**src/rtl/ulpb_ctrl.sv**
```systemverilog
// Ring-head controller for the ulpb serial bus: owns the bus clock, closes the ring,
// detects arbitration, forwards ring data and ends every transaction with the reset/idle signature.
module ulpb_ctrl #(
  parameter int unsigned HALF_PERIOD  = 4,
  parameter int unsigned QUIET_CYCLES = 8,
  parameter int unsigned MAX_CYCLES   = 1024,
  parameter logic [2:0]  RST_PATTERN  = 3'b010,
  parameter logic [4:0]  IDLE_PATTERN = 5'b11011
) (
  input  logic CLK,
  input  logic RESET,
  input  logic DIN,
  output logic DOUT,
  output logic CLK_OUT,
  input  logic RESET_REQ,
  output logic BUS_BUSY,
  output logic TIMEOUT,
  input  logic TIMEOUT_ACK
);

  localparam int unsigned PH_W   = $clog2(2 * HALF_PERIOD);
  localparam int unsigned HOLD_W = $clog2(4 * HALF_PERIOD);

  localparam logic [PH_W-1:0]   PH_LAST   = PH_W'(2 * HALF_PERIOD - 1);
  localparam logic [PH_W-1:0]   PH_RISE   = PH_W'(HALF_PERIOD - 1);
  localparam logic [PH_W-1:0]   PH_HIGH   = PH_W'(HALF_PERIOD);
  localparam logic [HOLD_W-1:0] HOLD_LAST = HOLD_W'(4 * HALF_PERIOD - 1);
  localparam logic [15:0]       CYC_MAX   = 16'(MAX_CYCLES);
  localparam logic [15:0]       QUIET_MAX = 16'(QUIET_CYCLES);
  localparam logic [7:0]        SIG       = {RST_PATTERN, IDLE_PATTERN};

  localparam logic [2:0] ST_IDLE = 3'd0;
  localparam logic [2:0] ST_ARB  = 3'd1;
  localparam logic [2:0] ST_RUN  = 3'd2;
  localparam logic [2:0] ST_RST  = 3'd3;
  localparam logic [2:0] ST_HOLD = 3'd4;

  logic [2:0]        state, state_nxt;
  logic              din_q;
  logic              idle_low, idle_low_nxt;
  logic [PH_W-1:0]   ph_cnt, ph_nxt;
  logic [15:0]       cycle_cnt, cycle_cnt_nxt;
  logic [15:0]       quiet_cnt, quiet_cnt_nxt;
  logic              last_din, last_din_nxt;
  logic [2:0]        bit_idx, bit_idx_nxt;
  logic              sig_active, sig_active_nxt;
  logic [HOLD_W-1:0] hold_cnt, hold_cnt_nxt;
  logic              dout_nxt, clk_out_nxt, busy_nxt, timeout_nxt;

  logic [PH_W-1:0]   ph_adv;
  logic              clk_adv;
  logic              at_fall, at_rise;
  logic [15:0]       cyc_inc, quiet_upd;

  // Phase bookkeeping shared by every clocked state.
  always_comb begin
    ph_adv    = (ph_cnt == PH_LAST) ? '0 : ph_cnt + PH_W'(1);
    clk_adv   = (ph_adv >= PH_HIGH);
    at_fall   = (ph_cnt == PH_LAST);
    at_rise   = (ph_cnt == PH_RISE);
    cyc_inc   = (cycle_cnt == 16'hFFFF) ? cycle_cnt : cycle_cnt + 16'd1;
    quiet_upd = (din_q != last_din) ? 16'd0 : quiet_cnt + 16'd1;
  end

  always_comb begin
    state_nxt      = state;
    idle_low_nxt   = idle_low;
    ph_nxt         = ph_cnt;
    cycle_cnt_nxt  = cycle_cnt;
    quiet_cnt_nxt  = quiet_cnt;
    last_din_nxt   = last_din;
    bit_idx_nxt    = bit_idx;
    sig_active_nxt = sig_active;
    hold_cnt_nxt   = hold_cnt;
    dout_nxt       = DOUT;
    clk_out_nxt    = CLK_OUT;
    busy_nxt       = BUS_BUSY;
    timeout_nxt    = TIMEOUT_ACK ? 1'b0 : TIMEOUT;

    case (state)
      ST_IDLE: begin
        clk_out_nxt = 1'b1;
        dout_nxt    = 1'b1;
        busy_nxt    = 1'b0;
        if (!din_q) begin
          if (idle_low) begin
            // Park the phase at the last high cycle so the next edge is the first fall.
            state_nxt    = ST_ARB;
            busy_nxt     = 1'b1;
            ph_nxt       = PH_LAST;
            idle_low_nxt = 1'b0;
          end else begin
            idle_low_nxt = 1'b1;
          end
        end else begin
          idle_low_nxt = 1'b0;
        end
      end

      ST_ARB: begin
        ph_nxt      = ph_adv;
        clk_out_nxt = clk_adv;
        if (at_rise) begin
          cycle_cnt_nxt = cyc_inc;
          last_din_nxt  = din_q;
        end
        if (at_fall && (cycle_cnt != 16'd0)) begin
          state_nxt = ST_RUN;
        end
      end

      ST_RUN: begin
        ph_nxt      = ph_adv;
        clk_out_nxt = clk_adv;
        dout_nxt    = din_q;
        if (at_rise) begin
          cycle_cnt_nxt = cyc_inc;
          quiet_cnt_nxt = quiet_upd;
          last_din_nxt  = din_q;
          if (RESET_REQ || (quiet_upd == QUIET_MAX) || (cyc_inc == CYC_MAX)) begin
            state_nxt      = ST_RST;
            bit_idx_nxt    = 3'd0;
            sig_active_nxt = 1'b0;
            if (!RESET_REQ && (quiet_upd != QUIET_MAX)) begin
              timeout_nxt = 1'b1;
            end
          end
        end
      end

      ST_RST: begin
        ph_nxt      = ph_adv;
        clk_out_nxt = clk_adv;
        if (at_fall) begin
          // A wrapped bit index after the first drive means all eight bits are out.
          if (sig_active && (bit_idx == 3'd0)) begin
            state_nxt    = ST_HOLD;
            clk_out_nxt  = 1'b1;
            dout_nxt     = 1'b1;
            hold_cnt_nxt = '0;
          end else begin
            dout_nxt       = SIG[3'd7 - bit_idx];
            bit_idx_nxt    = bit_idx + 3'd1;
            sig_active_nxt = 1'b1;
          end
        end
      end

      ST_HOLD: begin
        clk_out_nxt = 1'b1;
        dout_nxt    = 1'b1;
        if (hold_cnt == HOLD_LAST) begin
          state_nxt      = ST_IDLE;
          busy_nxt       = 1'b0;
          idle_low_nxt   = 1'b0;
          ph_nxt         = '0;
          cycle_cnt_nxt  = 16'd0;
          quiet_cnt_nxt  = 16'd0;
          last_din_nxt   = 1'b0;
          bit_idx_nxt    = 3'd0;
          sig_active_nxt = 1'b0;
          hold_cnt_nxt   = '0;
        end else begin
          hold_cnt_nxt = hold_cnt + HOLD_W'(1);
        end
      end

      default: begin
        state_nxt   = ST_IDLE;
        clk_out_nxt = 1'b1;
        dout_nxt    = 1'b1;
        busy_nxt    = 1'b0;
      end
    endcase
  end

  always_ff @(posedge CLK or posedge RESET) begin
    if (RESET) begin
      state      <= ST_IDLE;
      din_q      <= 1'b1;
      idle_low   <= 1'b0;
      ph_cnt     <= '0;
      cycle_cnt  <= 16'd0;
      quiet_cnt  <= 16'd0;
      last_din   <= 1'b0;
      bit_idx    <= 3'd0;
      sig_active <= 1'b0;
      hold_cnt   <= '0;
      DOUT       <= 1'b1;
      CLK_OUT    <= 1'b1;
      BUS_BUSY   <= 1'b0;
      TIMEOUT    <= 1'b0;
    end else begin
      state      <= state_nxt;
      din_q      <= DIN;
      idle_low   <= idle_low_nxt;
      ph_cnt     <= ph_nxt;
      cycle_cnt  <= cycle_cnt_nxt;
      quiet_cnt  <= quiet_cnt_nxt;
      last_din   <= last_din_nxt;
      bit_idx    <= bit_idx_nxt;
      sig_active <= sig_active_nxt;
      hold_cnt   <= hold_cnt_nxt;
      DOUT       <= dout_nxt;
      CLK_OUT    <= clk_out_nxt;
      BUS_BUSY   <= busy_nxt;
      TIMEOUT    <= timeout_nxt;
    end
  end

endmodule

```
**config.mk**
```make
export PLATFORM = sky130hd
export DESIGN_NAME = ulpb_ctrl
export DESIGN_NICKNAME = d
export VERILOG_FILES = /design/src/rtl/ulpb_ctrl.sv
export SDC_FILE = /design/constraint.sdc
export NUM_CORES = 1
export LEC_CHECK = 0
export ABC_AREA = 1
export BUFFER_PORTS_ARGS = -buffer_cell sky130_fd_sc_hd__buf_4
export CELL_PAD_IN_SITES_DETAIL_PLACEMENT = 1
export CELL_PAD_IN_SITES_GLOBAL_PLACEMENT = 1
export CORE_UTILIZATION = 50
export DETAILED_ROUTE_END_ITERATION = 12
export PLACE_DENSITY = 0.9
export SLEW_MARGIN = 30
export SYNTH_ARGS = -nofsm -noshare
export SYNTH_HDL_FRONTEND = slang
export SYNTH_SLANG_ARGS = --single-unit
```
**constraint.sdc**
```tcl
create_clock -name CLK -period 4.3 [get_ports CLK]
set_clock_uncertainty 0.05 [all_clocks]
set_input_delay 0.43 -clock CLK [delete_from_list [all_inputs] [get_ports CLK]]
set_output_delay 0.43 -clock CLK [all_outputs]
set_load 0.1 [all_outputs]
```
Word level (Yosys, flattened, before mapping) --
Memory sizes are Yosys's and may differ from the RTL's. Cells that the tools add are included.
Cells by class: multiplexer cells 55, equal/unequal tests 22, bitwise operators 2, magnitude comparators 2, reduce and logical (&&, ||, !) cells 26, add/subtract/negate cells 6
Operators with widths (number):
- 16-bit two-way mux | 5
- 16-bit case mux with 2 select lines | 2
- 3-bit two-way mux | 15
- 16-bit by 1-bit adder with 16-bit output (second input constant) | 2
- 1-bit two-way mux | 20
- 2-bit != test (second input constant) | 9
- 3-bit case mux with 3 select lines | 2
- 16-bit by 11-bit equality test with 1-bit output (second input constant) | 1
- 16-bit equality test (second input constant) | 1
- 16-bit by 4-bit equality test with 1-bit output (second input constant) | 1
- 16-bit by 4-bit != test with 1-bit output (second input constant) | 1
- 16-bit nonzero test | 1
- 3-bit case mux with 5 select lines | 1
- 4-bit two-way mux | 3
- 3-bit by 2-bit equality test with 1-bit output (second input constant) | 3
- 1-bit case mux with 3 select lines | 3
- 3-bit AND reduction | 3
- 4-bit case mux with 2 select lines | 1
- 8-bit AND reduction | 1
- 2-bit nonzero test | 4
- 3-bit by 1-bit adder with 3-bit output (second input constant) | 2
- 3-bit equality test (second input constant) | 2
- 3-bit logical NOT | 2
- 1-bit case mux with 2 select lines | 3
- 18 further kinds | 25
Word-level totals: flip-flop bits (word level) 53, word-level logic and storage cells 128, output and inout bits 4, bits in read-only memories 8, memories kept 1, bits of input ports 5
Memory list:
- (name not given) | depth 8, width 1, rd ports 1, clocked after Yosys merged registers in 0, wr ports 0, RTL line 142 | dout_nxt = SIG[3'd7 - bit_idx];

Longest topological paths before layout --
depth after elaboration 8, mapped depth 15, mapped depth without buffers 15

Least setup slack after synthesis --
Ideal clock, no wire load.
path kind register to register, from register cycle_cnt[0], to register bit_idx[0], slack 2207 ps, cell stages (with the launch flop) 15, buffers on the path 1, setup time 118 ps, data required time 4132 ps, period minus slack after synthesis 2093 ps, arrival 1925 ps, path through dfrtp_1 -> ha_1 -> nand2_1 -> nor2_4 -> nand2_4 -> nor2_4 -> buf_6 -> xor2_2 -> nand3_2 -> nor2_2 -> nand2_2 -> nand4_4 -> nand3_4 -> nand2_1 -> nand2_1
Between the ends: word-level cells in the longest chain between the ends 6, elaborated cells on any way between the ends 7, those cells by class add/sub: 1; eq/ne: 3; mux: 1; reduce/logical: 2
Ends and longest elaborated chain:
- start, declared | RTL line 42 | logic [15:0] cycle_cnt, cycle_cnt_nxt;
- start signal, assigned | RTL line 198 | cycle_cnt <= cycle_cnt_nxt;
- 16-bit by 1-bit adder with 16-bit output or 16-bit equality test (tied branches) | RTL line 61 | cyc_inc = (cycle_cnt == 16'hFFFF) ? cycle_cnt : cycle_cnt + 16'd1;
- 16-bit two-way mux * | RTL line 61
- 16-bit by 11-bit equality test with 1-bit output * | RTL line 120 | if (RESET_REQ || (quiet_upd == QUIET_MAX) || (cyc_inc == CYC_MAX)) begin
- 1-bit logical OR * | RTL line 120
- 2-bit != test (no line) *
- 6-bit AND reduction (no line) *
- end signal, assigned | RTL line 201 | bit_idx <= bit_idx_nxt;
- end, declared | RTL line 45 | logic [2:0] bit_idx, bit_idx_nxt;
Mark *: on every way between the ends. The rest lies on a longest branch, timed or not. A chain may end at the register's enable or synchronous reset.

Worst setup path after layout --
from register cycle_cnt[0], to register bit_idx[1]
The elaborated chain is that of the path after synthesis.

==> impl_metrics.ini <==
[finish]
syn2layout_area_growth_pct = 6.91
drive_above_1_share = 0.0728
mostFrequentLayoutCell = nand2_1
nFillCells = 906
antenna_cells = 0
final_cell_mix = nand2_1, inv_1, nor2_1
final_net_count = 522

[min_path]
hold_path.class = in2reg
whs_endpoint = din_q$_DFF_PP1_
min_path_cells = 1
hp-start = DIN

[timing]
finalWorstSetupSlack_ns = 1.58
setup_violations = 0
rsz0062_at_grt = false
relSlewSlack = 0.437
fmax_mhz = 367
slew_violations = 0
setup_tns_ns = 0
holdWs_ns = 0.172
period_needed_ns = 2.72
fin_crit_sh = 0.633
hold_viol = 0
worst_pin_slew_ns = 0.838

[global_routing]
overflow = 0
grtUsageTotal = 0.301
antenna_found_initial = 0
grt_pass1_wl_um = 17400
grt_max_degree = 54
grt_pass1_vias = 3666

[critical_path]
start_kind = flip-flop
arrival_ns = 2.88
r2r_slack_ns = 1.58
path_cells = ha_1, nand2_1, nor2_4, nand2_4, nor2_4, nand2_1, o21ai_0, nand3_2, nor2_2, nand2_2, nand4_4, nand3_4, nand2_1, nand2_1
cp-end-kind = flip-flop
crit_type = reg2reg
max_stage_delay_ns = 0.50
crit_fanout = 12
r2r_cells = 14
cp_data_required_time_ns = 4.46
r2r_start = cycle_cnt[0]$_DFFE_PP0P_
r2r-end = bit_idx[1]$_DFFE_PP0P_
crit_top_cell = nand2_1
cp_slowest_cell = dfrtp_1

[logic_synthesis]
synth_flop_cell = dfrtp_1
synth_cells = 497
synth_warnings = 0
syn-cell-area_um2 = 3500
synth_fp_nets = 512
synth.avg_cell_area_um2 = 7.04
yosysSeqAreaShare = 0.380
synth_cell_types = 34
ys_seq_elements = 53
synth-async-reset-ratio = 1.00
synth-edff-count = 0

[detailed_routing]
wl_um = 10200
drt-initial-drc-count = 164
vias_per_cell = 5.82
vias = 3421
post_drt_wl_per_cell_um = 17.3
dr.pass1.iters = 4
ant_nets = 0
drc = 0

[floorplanning]
rows = 30
die_y_um = 85.6
die_x_um = 85.6
die_area_um2 = 7330
initial_utilization = 0.518
core_area_um2 = 6760
ios = 9

[clock_network]
cts_buffer_depth = 2
cts_tree = yes
numClockSinks = 53
cts_root_buffer = clkbuf_8
path_clk_slew_ns = 0.10
cts_setup_buffers = 0
cts_hold_buf = 0
clkLatencyLatePin_ns = 0.32
htreeDepth = 2
cts_buffers = 5
cts_resized = 0

[pwr]
internal_power_w = 0.00102
p_leak_nw = 1.82
power.share.switching = 0.460
pwr-share-seq = 0.364
p_sw_w = 0.000865
powerDensity_nw_per_um2 = 503
vdd_drop_max_uv = 468
power_w = 0.00188
pwr-share-clk = 0.182
combPwrFrac = 0.454

[placed_design]
pre_cts_slack_ns = 1.72
place.port_buffers = 8
hpwl_um = 7810
place_congestion = 0.932

[run]
cap_violations = 0

[run_status]
status = complete, no violations
==> power groups by stage <==
stage               logic (W)  registers, W  clock network [W]
CTS                  0.000847      0.000683           0.000350
finish               0.000853      0.000685           0.000343
detailed placement   0.000837      0.000690                  0
global route         0.000942      0.000697           0.000369
floorplan            0.000561      0.000738                  0
global placement     0.000803      0.000683                  0
==> how the worst max path moves through the flow <==
stage                                  start                endpoint  slack [ns]  depth (start not counted)
floorplan           cycle_cnt[0]$_DFFE_PP0P_  bit_idx[0]$_DFFE_PP0P_        2.21                         14
global placement    cycle_cnt[0]$_DFFE_PP0P_  sig_active$_DFFE_PP0P_        1.78                         14
finish              cycle_cnt[0]$_DFFE_PP0P_  bit_idx[1]$_DFFE_PP0P_        1.58                         14
global route        cycle_cnt[0]$_DFFE_PP0P_  bit_idx[0]$_DFFE_PP0P_        1.42                         14
CTS                 cycle_cnt[0]$_DFFE_PP0P_  bit_idx[1]$_DFFE_PP0P_        1.61                         14
detailed placement  cycle_cnt[0]$_DFFE_PP0P_  bit_idx[1]$_DFFE_PP0P_        1.72                         14
==> cells by family (layout without fill, tap and decap cells) <==
| group | Yosys count | count (layout) | share of synthesized area |
|---|---|---|---|
| fa+ha+maj | 10 | 10 | 0.0358 |
| flops | 53 | 53 | 0.380 |
| xor+xnor | 6 | 6 | 0.0172 |
| compound gates | 65 | 65 | 0.108 |
| simple gates | 274 | 274 | 0.360 |
| buf+inv | 89 | 100 | 0.0987 |
==> layout make-up <==
type	instances	area, um^2	share of cell area
sequential	53	1330	0.356
clock buffer	6	72.6	0.0194
timing repair buffer	9	67.6	0.0181
inverter	83	312	0.0833
tap	80	100	0.0268
multi-input combinational	355	1820	0.487
clock inverter	2	35.0	0.00937
==> sequential cells by signal, summed over array words and instances (netlist names) <==
register    count
BUS_BUSY        1
CLK_OUT         1
DOUT            1
TIMEOUT         1
bit_idx         3
cycle_cnt      16
din_q           1
hold_cnt        4
idle_low        1
last_din        1
ph_cnt          3
quiet_cnt      16
sig_active      1
state           3
==> worst max-delay path, delay by kind of cell (launching register included) <==
family	cells	cell delay, ns
and+or+nand+nor	12	1.57
adders and majority gates	1	0.27
AOI/OAI and AO/OA	1	0.23
DFF	1	0.50
==> routing by layer <==
layer,vias to the layer above,track usage,part of all wire
met2,60,0.515,0.50
met4,0,0.108,0.021
met1,1686,0.388,0.44
met5,-,0,0
met3,21,0.0452,0.031
li1,1654,-,-
==> stage by stage <==
step | utilization | area, um^2 | std cells
after global placement | 0.537 | 3630 | 580
after CTS | 0.553 | 3740 | 588
final | 0.553 | 3740 | 588
after floorplan | - | 3500 | 497
after detailed placement | 0.537 | 3630 | 580
after global routing | 0.553 | 3740 | 588
==> synth_stat cells, drive strengths merged, types with 4 or more instances <==
| library cell | instances | area share |
|---|---|---|
| nor2 | 66 | 0.079 |
| nor3 | 7 | 0.010 |
| ha | 10 | 0.036 |
| buf | 4 | 0.0075 |
| inv | 82 | 0.088 |
| xor2 | 5 | 0.015 |
| nand4 | 25 | 0.049 |
| a21oi | 8 | 0.011 |
| nand3 | 50 | 0.078 |
| nand2 | 123 | 0.14 |
| o22ai | 28 | 0.050 |
| o21ai | 21 | 0.030 |
| dfrtp | 50 | 0.36 |
Power figures use the tool's default switching activity.
